**src/rtl/spi_frame_pkg.sv**
```systemverilog
// Shared types and constants for the SPI frame controller.
package spi_frame_pkg;
  localparam int         ADDR_W = 8;
  localparam logic [7:0] CMD_WR = 8'h5A;
  localparam logic [7:0] CMD_RD = 8'hA5;

  typedef enum logic [2:0] {
    S_IDLE, S_CMD, S_ADDR, S_WDATA, S_RDATA, S_ERR
  } state_t;
endpackage

```
**src/rtl/spi_frame_ctrl_if.sv**
```systemverilog
// Byte-receiver and register-port signals of the frame controller.
interface spi_frame_ctrl_if;
  import spi_frame_pkg::*;

  logic              CS;
  logic [7:0]        RxByte;
  logic              RxValid;
  logic              WrEn;
  logic [ADDR_W-1:0] WrAddr;
  logic [7:0]        WrData;
  logic              RdEn;
  logic [ADDR_W-1:0] RdAddr;
  logic              Busy;
  logic              Err;
  logic              FrameDone;

  // slave: the frame controller; master: the receiver / register side driving it
  modport slave (input CS, RxByte, RxValid,
                 output WrEn, WrAddr, WrData, RdEn, RdAddr, Busy, Err, FrameDone);
  modport master (output CS, RxByte, RxValid,
                  input WrEn, WrAddr, WrData, RdEn, RdAddr, Busy, Err, FrameDone);
endinterface

```
**src/rtl/spi_byte_strobe.sv**
```systemverilog
// Turns the receiver's byte-ready level into a single-cycle byte event.
module spi_byte_strobe (
  input  logic CLK,
  input  logic RST,
  input  logic valid,
  output logic evt
);
  logic prev;

  always_ff @(posedge CLK or posedge RST)
    if (RST) prev <= 1'b0;
    else     prev <= valid;

  assign evt = valid & ~prev;
endmodule

```
**src/rtl/spi_frame_ctrl.sv**
```systemverilog
// Command/address/data frame decoder driving a register-file port.
// Define SPI_FRAME_AUTOINC_EN for burst mode; otherwise one data access per frame.
module spi_frame_ctrl #(
  parameter int         TIMEOUT = 1023,
  parameter logic [7:0] CMD_WR  = spi_frame_pkg::CMD_WR,
  parameter logic [7:0] CMD_RD  = spi_frame_pkg::CMD_RD
) (
  input logic             CLK,
  input logic             RST,
  spi_frame_ctrl_if.slave bus
);
  import spi_frame_pkg::*;

  localparam int WDW = $clog2(TIMEOUT + 1);

  state_t            state, state_n;
  logic [ADDR_W-1:0] addr, addr_n;
  logic              wr_flag, wr_flag_n;
  logic [WDW-1:0]    wdog, wdog_n;
  logic              evt, active;
  logic              wr_en_n, rd_en_n, err_n, done_n;
  logic [ADDR_W-1:0] wr_addr_n, rd_addr_n;
  logic [7:0]        wr_data_n;
`ifndef SPI_FRAME_AUTOINC_EN
  logic              data_seen, data_seen_n;
`endif

  spi_byte_strobe u_strobe (.CLK(CLK), .RST(RST), .valid(bus.RxValid), .evt(evt));

  assign active = (state == S_CMD) || (state == S_ADDR) ||
                  (state == S_WDATA) || (state == S_RDATA);

  always_comb begin
    state_n   = state;
    addr_n    = addr;
    wr_flag_n = wr_flag;
    wdog_n    = wdog;
    wr_en_n   = 1'b0;
    rd_en_n   = 1'b0;
    done_n    = 1'b0;
    err_n     = bus.Err;
    wr_addr_n = bus.WrAddr;
    wr_data_n = bus.WrData;
    rd_addr_n = bus.RdAddr;
`ifndef SPI_FRAME_AUTOINC_EN
    data_seen_n = data_seen;
`endif
    if (active) wdog_n = evt ? '0 : wdog + 1'b1;

    if (state == S_IDLE) begin
      if (!bus.CS) begin
        state_n = S_CMD;
        err_n   = 1'b0;
        wdog_n  = '0;
        addr_n  = '0;
      end
    end else if (bus.CS) begin
      // deselect beats any byte arriving in the same cycle
      state_n = S_IDLE;
      if (state == S_WDATA || state == S_RDATA) done_n = 1'b1;
      if (state == S_CMD || state == S_ADDR)    err_n  = 1'b1;
    end else if (evt && active) begin
      case (state)
        S_CMD: begin
          if (bus.RxByte == CMD_WR)      begin state_n = S_ADDR; wr_flag_n = 1'b1; end
          else if (bus.RxByte == CMD_RD) begin state_n = S_ADDR; wr_flag_n = 1'b0; end
          else                           begin state_n = S_ERR;  err_n = 1'b1;     end
        end
        S_ADDR: begin
          addr_n = bus.RxByte;
`ifndef SPI_FRAME_AUTOINC_EN
          data_seen_n = 1'b0;
`endif
          if (wr_flag) state_n = S_WDATA;
          else begin
            state_n   = S_RDATA;
            rd_en_n   = 1'b1;
            rd_addr_n = bus.RxByte;
          end
        end
        S_WDATA: begin
`ifdef SPI_FRAME_AUTOINC_EN
          wr_en_n   = 1'b1;
          wr_addr_n = addr;
          wr_data_n = bus.RxByte;
          addr_n    = addr + 1'b1;
`else
          if (!data_seen) begin
            wr_en_n     = 1'b1;
            wr_addr_n   = addr;
            wr_data_n   = bus.RxByte;
            data_seen_n = 1'b1;
          end else begin
            state_n = S_ERR;
            err_n   = 1'b1;
          end
`endif
        end
        default: begin
`ifdef SPI_FRAME_AUTOINC_EN
          addr_n    = addr + 1'b1;
          rd_en_n   = 1'b1;
          rd_addr_n = addr + 1'b1;
`else
          state_n = S_ERR;
          err_n   = 1'b1;
`endif
        end
      endcase
    end else if (active && wdog == WDW'(TIMEOUT)) begin
      state_n = S_ERR;
      err_n   = 1'b1;
    end
  end

  always_ff @(posedge CLK or posedge RST) begin
    if (RST) begin
      state         <= S_IDLE;
      addr          <= '0;
      wr_flag       <= 1'b0;
      wdog          <= '0;
      bus.WrEn      <= 1'b0;
      bus.WrAddr    <= '0;
      bus.WrData    <= '0;
      bus.RdEn      <= 1'b0;
      bus.RdAddr    <= '0;
      bus.Busy      <= 1'b0;
      bus.Err       <= 1'b0;
      bus.FrameDone <= 1'b0;
`ifndef SPI_FRAME_AUTOINC_EN
      data_seen     <= 1'b0;
`endif
    end else begin
      state         <= state_n;
      addr          <= addr_n;
      wr_flag       <= wr_flag_n;
      wdog          <= wdog_n;
      bus.WrEn      <= wr_en_n;
      bus.WrAddr    <= wr_addr_n;
      bus.WrData    <= wr_data_n;
      bus.RdEn      <= rd_en_n;
      bus.RdAddr    <= rd_addr_n;
      bus.Busy      <= (state_n != S_IDLE);
      bus.Err       <= err_n;
      bus.FrameDone <= done_n;
`ifndef SPI_FRAME_AUTOINC_EN
      data_seen     <= data_seen_n;
`endif
    end
  end
endmodule

```
**src/flat_wrapper.sv**
```systemverilog
// flat-port wrapper written by rule: the top's interface ports become plain ports
module spi_frame_ctrl_flat import spi_frame_pkg::*;
#(
  parameter int         TIMEOUT = 1023,
  parameter logic [7:0] CMD_WR  = spi_frame_pkg::CMD_WR,
  parameter logic [7:0] CMD_RD  = spi_frame_pkg::CMD_RD
)
  (CLK, RST, bus_CS, bus_RxByte, bus_RxValid, bus_WrEn, bus_WrAddr, bus_WrData, bus_RdEn, bus_RdAddr, bus_Busy, bus_Err, bus_FrameDone);
  spi_frame_ctrl_if bus_i ();
  input logic CLK;
  input logic RST;
  input wire logic [$bits(bus_i.CS)-1:0] bus_CS;
  input wire logic [$bits(bus_i.RxByte)-1:0] bus_RxByte;
  input wire logic [$bits(bus_i.RxValid)-1:0] bus_RxValid;
  output wire logic [$bits(bus_i.WrEn)-1:0] bus_WrEn;
  output wire logic [$bits(bus_i.WrAddr)-1:0] bus_WrAddr;
  output wire logic [$bits(bus_i.WrData)-1:0] bus_WrData;
  output wire logic [$bits(bus_i.RdEn)-1:0] bus_RdEn;
  output wire logic [$bits(bus_i.RdAddr)-1:0] bus_RdAddr;
  output wire logic [$bits(bus_i.Busy)-1:0] bus_Busy;
  output wire logic [$bits(bus_i.Err)-1:0] bus_Err;
  output wire logic [$bits(bus_i.FrameDone)-1:0] bus_FrameDone;
  assign bus_i.CS = bus_CS;
  assign bus_i.RxByte = bus_RxByte;
  assign bus_i.RxValid = bus_RxValid;
  assign bus_WrEn = bus_i.WrEn;
  assign bus_WrAddr = bus_i.WrAddr;
  assign bus_WrData = bus_i.WrData;
  assign bus_RdEn = bus_i.RdEn;
  assign bus_RdAddr = bus_i.RdAddr;
  assign bus_Busy = bus_i.Busy;
  assign bus_Err = bus_i.Err;
  assign bus_FrameDone = bus_i.FrameDone;
  spi_frame_ctrl #(.TIMEOUT(TIMEOUT), .CMD_WR(CMD_WR), .CMD_RD(CMD_RD)) u_core (.CLK(CLK), .RST(RST), .bus(bus_i));
endmodule
```
**config.mk**
```make
export PLATFORM = sky130hd
export DESIGN_NAME = spi_frame_ctrl_flat
export DESIGN_NICKNAME = d
export VERILOG_FILES = /design/src/rtl/spi_frame_pkg.sv /design/src/rtl/spi_frame_ctrl_if.sv /design/src/rtl/spi_byte_strobe.sv /design/src/rtl/spi_frame_ctrl.sv /design/src/flat_wrapper.sv
export SDC_FILE = /design/constraint.sdc
export NUM_CORES = 1
export LEC_CHECK = 0
export CORE_MARGIN = 4
export CORE_UTILIZATION = 35
export DETAILED_ROUTE_END_ITERATION = 8
export GPL_ROUTABILITY_DRIVEN = 0
export PLACE_DENSITY = 0.64
export SLEW_MARGIN = 20
export SYNTH_ARGS = -nofsm -noshare
export SYNTH_HDL_FRONTEND = slang
export SYNTH_SLANG_ARGS = --single-unit
```
**constraint.sdc**
```tcl
create_clock -name CLK -period 4.25 [get_ports CLK]
set_input_delay 0.425 -clock CLK [delete_from_list [all_inputs] [get_ports CLK]]
set_output_delay 0.425 -clock CLK [all_outputs]
set_load 0.01 [all_outputs]
```
-- Yosys cells after proc, flatten, opt, wreduce, memory -nomap -nowiden
Index checks and enable logic that the tools add are counted.
- $add $sub $neg: 1
- multipliers: 0
- div/mod/pow operators: 0
- order comparisons: 0
- equality and inequality tests: 13
- shift operators: 0
- multiplexer cells: 45
- bitwise operators: 6
- reduce and logical (&&, ||, !) cells: 19
- operators by type and width (cell ; number):
    two-way mux 10 bit ; 4
    two-way mux 8 bit ; 5
    two-way mux 3 bit ; 9
    two-way mux 1 bit ; 24
    AND reduction 5 bit ; 3
    adder 10 x 1 -> 10 bit (second input constant) ; 1
    == test 10 bit (second input constant) ; 1
    != test 5 bit (second input constant) ; 2
    case mux 3 bit (3 select lines) ; 1
    == test 8 x 7 -> 1 bit (second input constant) ; 1
    == test 8 bit (second input constant) ; 1
    nonzero test 2 bit ; 4
    AND reduction 7 bit ; 1
    == test 3 x 2 -> 1 bit (second input constant) ; 2
    != test 5 x 3 -> 1 bit (second input constant) ; 1
    inverter 1 bit ; 5
    logical OR 1 bit ; 4
    != test 4 bit (second input constant) ; 1
    AND reduction 4 bit ; 1
    nonzero test 4 bit ; 1
    == test 3 x 1 -> 1 bit (second input constant) ; 1
    == test 3 bit (second input constant) ; 1
    logical NOT 3 bit ; 1
    case mux 1 bit (3 select lines) ; 1
    7 further kinds ; 8
- flip-flop bits (word level): 53
- bits in latches: 0
- bits in writable memories: 0
- memory bits (read-only): 0
- logic and storage cells: 98
- memories: 0

-- Longest topological paths before layout
Gate-level depths: netlist (run 1).
- depth after elaboration: 10
- depth in mapped cells: 7

-- Cells and area by module
A second synthesis (run 1) with hierarchy kept.
- cell total of the unflattened synthesis: 248
- area, all modules: 2573.7 µm²
- by module, submodules not included (module ; times used ; cells an instance ; area an instance (µm²)):
    spi_frame_ctrl ; 1 ; 245 ; 2531.2
    spi_byte_strobe ; 1 ; 3 ; 42.5

-- Least setup slack after synthesis (run 1)
OpenSTA, ideal clock, no wires.
- path type: input port to flip-flop
- start: input port bus_RxByte[4]
- end: register u_core.wr_flag
- data arrival time: 1598 ps
- data required time: 4125 ps
- path slack: 2528 ps
- stages on the path: 5
- path buffers: 0
- cell sequence: or4bb_1 -> nor2_1 -> o211ai_1 -> nor2_1 -> mux2_2
- longest elaborated chain between the ends: 3
- elaborated cells on any way between the ends: 5
- classes of those cells: eq/ne (2); mux (1); reduce/logical (2)
- ends and longest elaborated chain (what ; line ; RTL):
    from (decl) ; flat_wrapper.sv:13 ; input wire logic [$bits(bus_i.RxByte)-1:0] bus_RxByte;
    == test 8 bit / == test 8 x 7 -> 1 bit (equally long branches) ; spi_frame_ctrl.sv:66, spi_frame_ctrl.sv:65 ;
    nonzero test 2 bit (no source line) ; n/a ;
    AND reduction 5 bit (no source line) ; n/a ;
    to (signal assigned) ; spi_frame_ctrl.sv:136 ; wr_flag <= wr_flag_n;
    to (decl) ; spi_frame_ctrl.sv:18 ; logic wr_flag, wr_flag_n;
Several ways; a longest one is shown, not always the timed one.
A chain may end at the register's enable or synchronous reset.

-- Worst setup path in the final report (run 1)
- start: input port bus_CS
- end: register u_core.bus.WrData[6]
- longest elaborated chain between the ends: 2
- ends and longest elaborated chain (what ; line ; RTL):
    from (decl) ; flat_wrapper.sv:12 ; input wire logic [$bits(bus_i.CS)-1:0] bus_CS;
    inverter 1 bit (no source line) ; n/a ;
    AND reduction 5 bit (no source line) ; n/a ;
    to (signal assigned) ; spi_frame_ctrl.sv:140 ; bus.WrData <= wr_data_n;
    to (decl) ; spi_frame_ctrl_if.sv:19 ; output WrEn, WrAddr, WrData, RdEn, RdAddr, Busy, Err, FrameDone);
Every way passes these cells.

==> results of run 1 <==
==> final cells by class <==
type | count | area, sq um | share of cell area, %
Clock buffer | 6 | 72.6 | 2.48
Clock inverter | 2 | 13.8 | 0.470
Inverter | 4 | 15.0 | 0.513
Multi-Input combinational cell | 126 | 996 | 34.0
Sequential cell | 53 | 1330 | 45.3
Tap cell | 77 | 96.3 | 3.29
Timing Repair Buffer | 41 | 408 | 13.9
==> worst max-delay path, cell delays in order <==
cell,delay (ns)
clkdlybuf4s50_1,0.64
inv_2,0.12
nand3_2,0.14
or2_1,0.71
mux2_2,0.42
==> cells in the final DEF (no fill, tap or decap), types with 2 or more instances in the layout <==
cell / instances
a211oi_1: 2
a21oi_1: 6
a22o_1: 8
clkbuf_8: 5
clkdlybuf4s50_1: 40
dfrtp_1: 53
inv_1: 2
inv_2: 2
mux2_2: 17
mux2_4: 9
nand2_1: 11
nand2b_1: 2
nand3_1: 4
nand4_1: 2
nand4bb_1: 2
nor2_1: 24
nor3_2: 2
nor3_4: 2
o211ai_1: 2
o21ai_0: 4
or4bb_1: 2
xnor2_1: 2
xor2_1: 7
==> worst max-delay path by stage <==
stage	endpoint	slack (ns)	start	depth (start not counted)
3_5_place_dp	u_core.bus.WrData[7]	1.63	bus_CS	5
4_1_cts	u_core.bus.WrData[6]	1.98	bus_CS	5
5_1_grt	u_core.bus.WrData[2]	1.86	bus_CS	5
2_1_floorplan	u_core.wr_flag	2.53	bus_RxByte[4]	5
6_report	u_core.bus.WrData[6]	1.98	bus_CS	5
3_3_place_gp	u_core.bus.WrData[1]	1.69	bus_CS	5
==> metrics by stage <==
step / setup WS [ns] / instance area, sq um / utilization [%] / cells / hold slack (ns)
after floorplan: 2.53 / 2400 / - / 189 / 0.456
after global placement: 1.69 / 2840 / 43.7 / 301 / 0.485
after detailed placement: 1.63 / 2840 / 43.7 / 301 / 0.491
after CTS: 1.98 / 2930 / 45.1 / 309 / 0.513
after global routing: 1.86 / 2930 / 45.1 / 309 / 0.532
final: 1.98 / 2930 / 45.1 / 309 / 0.508
==> synth_stat cells <==
cell type | number | area, sq um
nand2b_1 | 2 | 12.5
dfrtp_1 | 53 | 1330
or2_1 | 1 | 6.26
xor2_1 | 7 | 61.3
nor2_1 | 24 | 90.1
a311oi_1 | 1 | 8.76
nand3_1 | 4 | 20.0
mux2_2 | 17 | 191
nor3_1 | 1 | 5.00
nand3_2 | 1 | 10.0
a2111o_1 | 1 | 11.3
a22o_1 | 8 | 70.1
nand4bb_1 | 2 | 22.5
nor3_4 | 2 | 32.5
a32oi_1 | 1 | 8.76
o21a_4 | 1 | 15.0
a21boi_0 | 1 | 7.51
mux2_4 | 9 | 135
inv_2 | 1 | 3.75
buf_12 | 1 | 20.0
nand4_1 | 2 | 12.5
a21oi_1 | 6 | 30.0
nor2_4 | 1 | 11.3
and2b_1 | 1 | 7.51
buf_4 | 1 | 7.51
nand2_1 | 11 | 41.3
xnor2_1 | 2 | 17.5
o2bb2a_1 | 1 | 10.0
o211ai_1 | 2 | 15.0
ha_1 | 1 | 12.5
and3_1 | 1 | 6.26
nor3_2 | 2 | 20.0
inv_1 | 3 | 11.3
nor2b_1 | 1 | 6.26
buf_6 | 2 | 22.5
a211oi_1 | 2 | 15.0
a41oi_1 | 1 | 8.76
o21ai_2 | 1 | 8.76
and4_1 | 1 | 8.76
or4bb_1 | 2 | 22.5
o21ai_0 | 4 | 20.0
buf_2 | 2 | 10.0
nand2b_4 | 1 | 13.8
==> layer usage <==
metal	vias up	GRT usage, %	routed length (um)
met5	-	0	0
li1	768	-	-
met1	781	16.3	2190
met4	0	4.21	71
met2	26	19.0	2200
met3	6	2.42	151
==> sequential cells by signal, summed over array words and instances, names as in the netlist <==
register              flops
u_core.state              3
u_core.wr_flag            1
u_core.bus.RdEn           1
u_core.bus.WrAddr         8
u_core.data_seen          1
u_core.u_strobe.prev      1
u_core.wdog              10
u_core.bus.Err            1
u_core.bus.WrEn           1
u_core.bus.FrameDone      1
u_core.bus.RdAddr         8
u_core.addr               8
u_core.bus.Busy           1
u_core.bus.WrData         8
==> cells by family (layout without fill, tap and decap cells) <==
family,count (synthesis),in the layout
AO/OA/AOI/OAI,30,30
XOR/XNOR,9,9
adder cells (fa/ha/maj),1,1
buffers and inverters,10,53
flip-flops,53,53
multiplexers,26,26
AND/OR/NAND/NOR,60,60
==> power by group <==
part / switching [mW] / internal (mW)
combinational: 0.0434 / 0.0331
clock: 0.160 / 0.118
sequential: 0.0143 / 0.516
total: 0.218 / 0.667
==> results.py, run 1 <==
metrics = {
    "timing": {
        "fmax_mhz": 441,
        "worst_pin_slew_ns": 0.888,
        "slew_violations": 0,
        "fin_crit_sh_pct": 53.4,
        "final_hold_viol_count": 0,
        "fin_setup_tns_ns": 0,
        "grt_setup_unrepaired": "no",
        "period_needed_ns": 2.27,
        "finalClockSkew_ns": 0.00683,
        "relSlewSlack_pct": 40.8,
        "setup_viol": 0,
    },
    "critical_path": {
        "reg2reg_to": "u_core.bus.WrData[6]",
        "timing.rr.start": "u_core.state[2]",
        "worstRegToRegCells": 4,
        "cp_max_fo": 17,
        "start_kind": "primary input",
        "path_class": "primary input to flip-flop",
        "rrSetupSlack_ns": 2.10,
        "critPathRequiredTime_ns": 4.44,
        "critical_path.endpoint_type": "flip-flop",
        "crit_arrival_ns": 2.46,
    },
    "power_and_ir_drop": {
        "powerDensity_nw_per_um2": 302,
        "ir_drop_mv": 0.166,
        "leakage_nw": 1.34,
        "finalPower_uw": 884,
    },
    "layout": {
        "area_growth_pct": 22.1,
        "fill_cells": 599,
        "nets": 244,
        "drive_above_1_share_pct": 19.4,
        "diodes": 0,
    },
    "cts": {
        "clkTransAtPathRegs_ns": 0.09,
        "clock-root-buffer": "clkbuf_8",
        "post-cts-setup-buffer-count": 0,
        "cts_tree": "built",
        "clockBufferDepth": 2,
        "clk_latency_ns": 0.30,
        "cts_max_level": 2,
        "cts_resized": 0,
        "numCtsBuffers": 5,
        "cts_hold_buffers": 0,
        "cts.sinks": 53,
    },
    "route": {
        "drtIter0Drc": 113,
        "firstDrtPassIters": 4,
        "avgViaCountPerCell": 5.12,
        "routed_wl_um": 4610,
        "route.detailed.drc": 0,
        "avgRoutedWirePerCell_um": 14.9,
        "vias": 1581,
        "ant_nets": 0,
    },
    "global_routing": {
        "grt.overflow.total": 0,
        "grt_pass1_vias": 1582,
        "grt_first_pass_wirelength_um": 8000,
        "antenna_found_initial": 0,
        "grt_max_degree": 54,
        "grtUsageTotal_pct": 12.0,
    },
    "floorplan": {
        "start_util_pct": 36.9,
        "die_y_um": 90.8,
        "coreArea_sq_um": 6490,
        "placementRows": 29,
        "fp.dieW_um": 90.8,
        "die-area_sq_um": 8240,
        "pin_count": 41,
    },
    "synthesis": {
        "synth-xor-area-share_pct": 3.29,
        "yosysSeqAreaShare_pct": 55.3,
        "synth.net_count": 202,
        "synth.distinct_cells": 43,
        "syn_inst": 189,
        "synth_mux_area_share_pct": 13.6,
        "yosys.area_share.simple_pct": 14.6,
        "yosys_warnings": 0,
        "ys_seq_elements": 53,
        "synth_adder_area_share_pct": 0.522,
        "synth_compound_area_share_pct": 9.55,
        "synth_area_sq_um": 2400,
        "synth_top_family_by_area": "simple AND/OR/NAND/NOR gates",
        "avgSynthCellArea_sq_um": 12.7,
    },
    "min_path": {
        "hold_path_class": "flip-flop to flip-flop",
        "holdPathStages": 1,
        "min_to": "u_core.addr[0]",
        "min-delay-start": "u_core.addr[0]",
    },
    "run": {
        "maxCapViolCount": 0,
    },
    "placed_design": {
        "port_buffers": 40,
        "post-dp-hpwl_um": 3300,
    },
    "outcome": {
        "status": "complete, no violations",
    },
}
(Power assumes the default switching activity.)
==> run 2, diff against run 1 <==
- PLACE_DENSITY: 0.64 -> 0.66
- clock period: 4.25 -> 2.03 ns (I/O delays scaled with it)
==> run 2 against run 1 <==
Net effect: combinational power rose by 140%; register-to-register slack got worse by 1.9 ns; sequential power rose by 110%; via count rose by 1.1%; critical path depth did not move; setup slack got worse by 1.7 ns; global-route usage rose by 0.96 points; first-iteration DRC count fell by 19%; critical path type is now flip-flop to flip-flop.
==> results.py, run 2 (synthesis results as in run 1) <==
metrics = {
    "cts": {
        "clock-root-buffer": "clkbuf_8",
        "cts_max_level": 2,
        "clk_latency_ns": 0.31,
        "cts.sinks": 53,
        "cts_resized": 0,
        "cts_hold_buffers": 0,
        "numCtsBuffers": 5,
        "post-cts-setup-buffer-count": 0,
        "clkTransAtPathRegs_ns": 0.10,
        "cts_tree": "built",
        "clockBufferDepth": 2,
    },
    "critical_path": {
        "path_class": "flip-flop to flip-flop",
        "start_kind": "flip-flop",
        "cp_max_fo": 8,
        "critPathRequiredTime_ns": 2.23,
        "crit_arrival_ns": 1.98,
        "critical_path.endpoint_type": "flip-flop",
    },
    "timing": {
        "period_needed_ns": 1.78,
        "fmax_mhz": 561,
        "final_hold_viol_count": 0,
        "finalClockSkew_ns": 0.00953,
        "grt_setup_unrepaired": "no",
        "setup_viol": 0,
        "fin_crit_sh_pct": 87.9,
        "worst_pin_slew_ns": 0.444,
        "slew_violations": 0,
        "relSlewSlack_pct": 70.4,
        "fin_ws_ns": 0.246,
    },
    "route": {
        "firstDrtPassIters": 4,
        "vias": 1599,
        "ant_nets": 0,
        "route.detailed.drc": 0,
        "avgRoutedWirePerCell_um": 15.1,
        "routed_wl_um": 4920,
        "avgViaCountPerCell": 4.90,
        "drtIter0Drc": 91,
    },
    "power_and_ir_drop": {
        "finalPower_mw": 1.89,
        "leakage_nw": 1.44,
        "ir_drop_mv": 0.385,
        "powerDensity_nw_per_um2": 612,
    },
    "placed_design": {
        "postPlaceCellArea_sq_um": 3010,
        "post-dp-hpwl_um": 3730,
        "dp_slack_ns": -0.0581,
        "port_buffers": 40,
        "dp_cells": 318,
    },
    "run": {
        "maxCapViolCount": 0,
    },
    "layout": {
        "final_common_cell": "dfrtp_1",
        "fill_cells": 578,
        "regMostFlops": "u_core.wdog",
        "multiInputGateArea_sq_um": 996,
        "diodes": 0,
        "nets": 261,
        "final_cell_mix": "dfrtp_1 (53), clkdlybuf4s50_1 (40), nor2_1 (24)",
        "finish.utilization_pct": 47.6,
        "largest_reg_flops": 10,
        "area_growth_pct": 29.0,
        "fin_cells": 326,
        "seq_area_sq_um": 1330,
        "finalInstanceArea_sq_um": 3090,
        "drive_above_1_share_pct": 24.9,
    },
    "floorplan": {
        "coreArea_sq_um": 6490,
        "placementRows": 29,
        "pin_count": 41,
        "fp.dieW_um": 90.8,
        "die_y_um": 90.8,
        "die-area_sq_um": 8240,
        "start_util_pct": 36.9,
    },
    "global_routing": {
        "grt_first_pass_wirelength_um": 8450,
        "grt_max_degree": 22,
        "grt_pass1_vias": 1627,
        "antenna_found_initial": 0,
        "grtUsageTotal_pct": 12.9,
        "grt.overflow.total": 0,
    },
    "outcome": {
        "status": "complete, no violations",
    },
    "min_path": {
        "hold_path_class": "primary input to asynchronous set/reset pin",
    },
}
==> run 2: cell types whose count changed in the layout (fill, tap and decap cells not counted), sizes merged <==
cell / before / now
buf: 1 / 18
==> run 2: path summary, 6_finish.rpt <==
path / from / end / slack (ns) / cells past startpoint
setup / recovery: u_core.state[2] / u_core.bus.Err / 0.25 / 5
hold / removal: RST / u_core.bus.RdEn / 0.20 / 2
setup reg to reg: u_core.state[2] / u_core.bus.Err / 0.25 / 5
hold reg to reg: u_core.addr[0] / u_core.addr[0] / 0.51 / 1
max in group asynchronous: RST / u_core.state[2] / 1.27 / 3
min in group CLK: bus_RxValid / u_core.u_strobe.prev / 0.46 / 1
==> run 2: layout make-up <==
cell class | instances | area share [%]
Clock buffer | 6 | 2.35
Clock inverter | 2 | 0.445
Inverter | 4 | 0.485
Multi-Input combinational cell | 126 | 32.2
Sequential cell | 53 | 42.9
Tap cell | 77 | 3.11
Timing Repair Buffer | 58 | 18.5
==> run 2: per-stage QoR <==
stage	TNS (ns)	hold slack, ns
2_1_floorplan	0	0.234
3_3_place_gp	-0.0229	0.483
3_5_place_dp	-0.0674	0.490
4_1_cts	0	0.209
5_1_grt	0	0.223
6_report	0	0.197
==> run 2: routing by layer <==
layer / global-route usage [%] / vias to the layer above / wire length (um)
met5: 0 / - / 0
met1: 18.5 / 767 / 2450
met4: 6.12 / 0 / 91
met2: 18.2 / 29 / 2210
li1: - / 798 / -
met3: 3.17 / 5 / 169
==> run 2: power by group <==
| part | internal, mW | switching, mW | leakage (nW) | total (mW) |
|---|---|---|---|---|
| clock network | 0.247 | 0.355 | 0.0456 | 0.601 |
| registers | 1.08 | 0.0256 | 0.728 | 1.11 |
| logic | 0.0872 | 0.0996 | 0.662 | 0.187 |
==> run 2: worst max-delay path, stage by stage (launching register included) <==
cell and delay [ns]:
dfrtp_1 0.53, nor3_4 0.29, nor2_1 0.16, a32oi_1 0.29, a21oi_1 0.11, o2bb2a_1 0.29
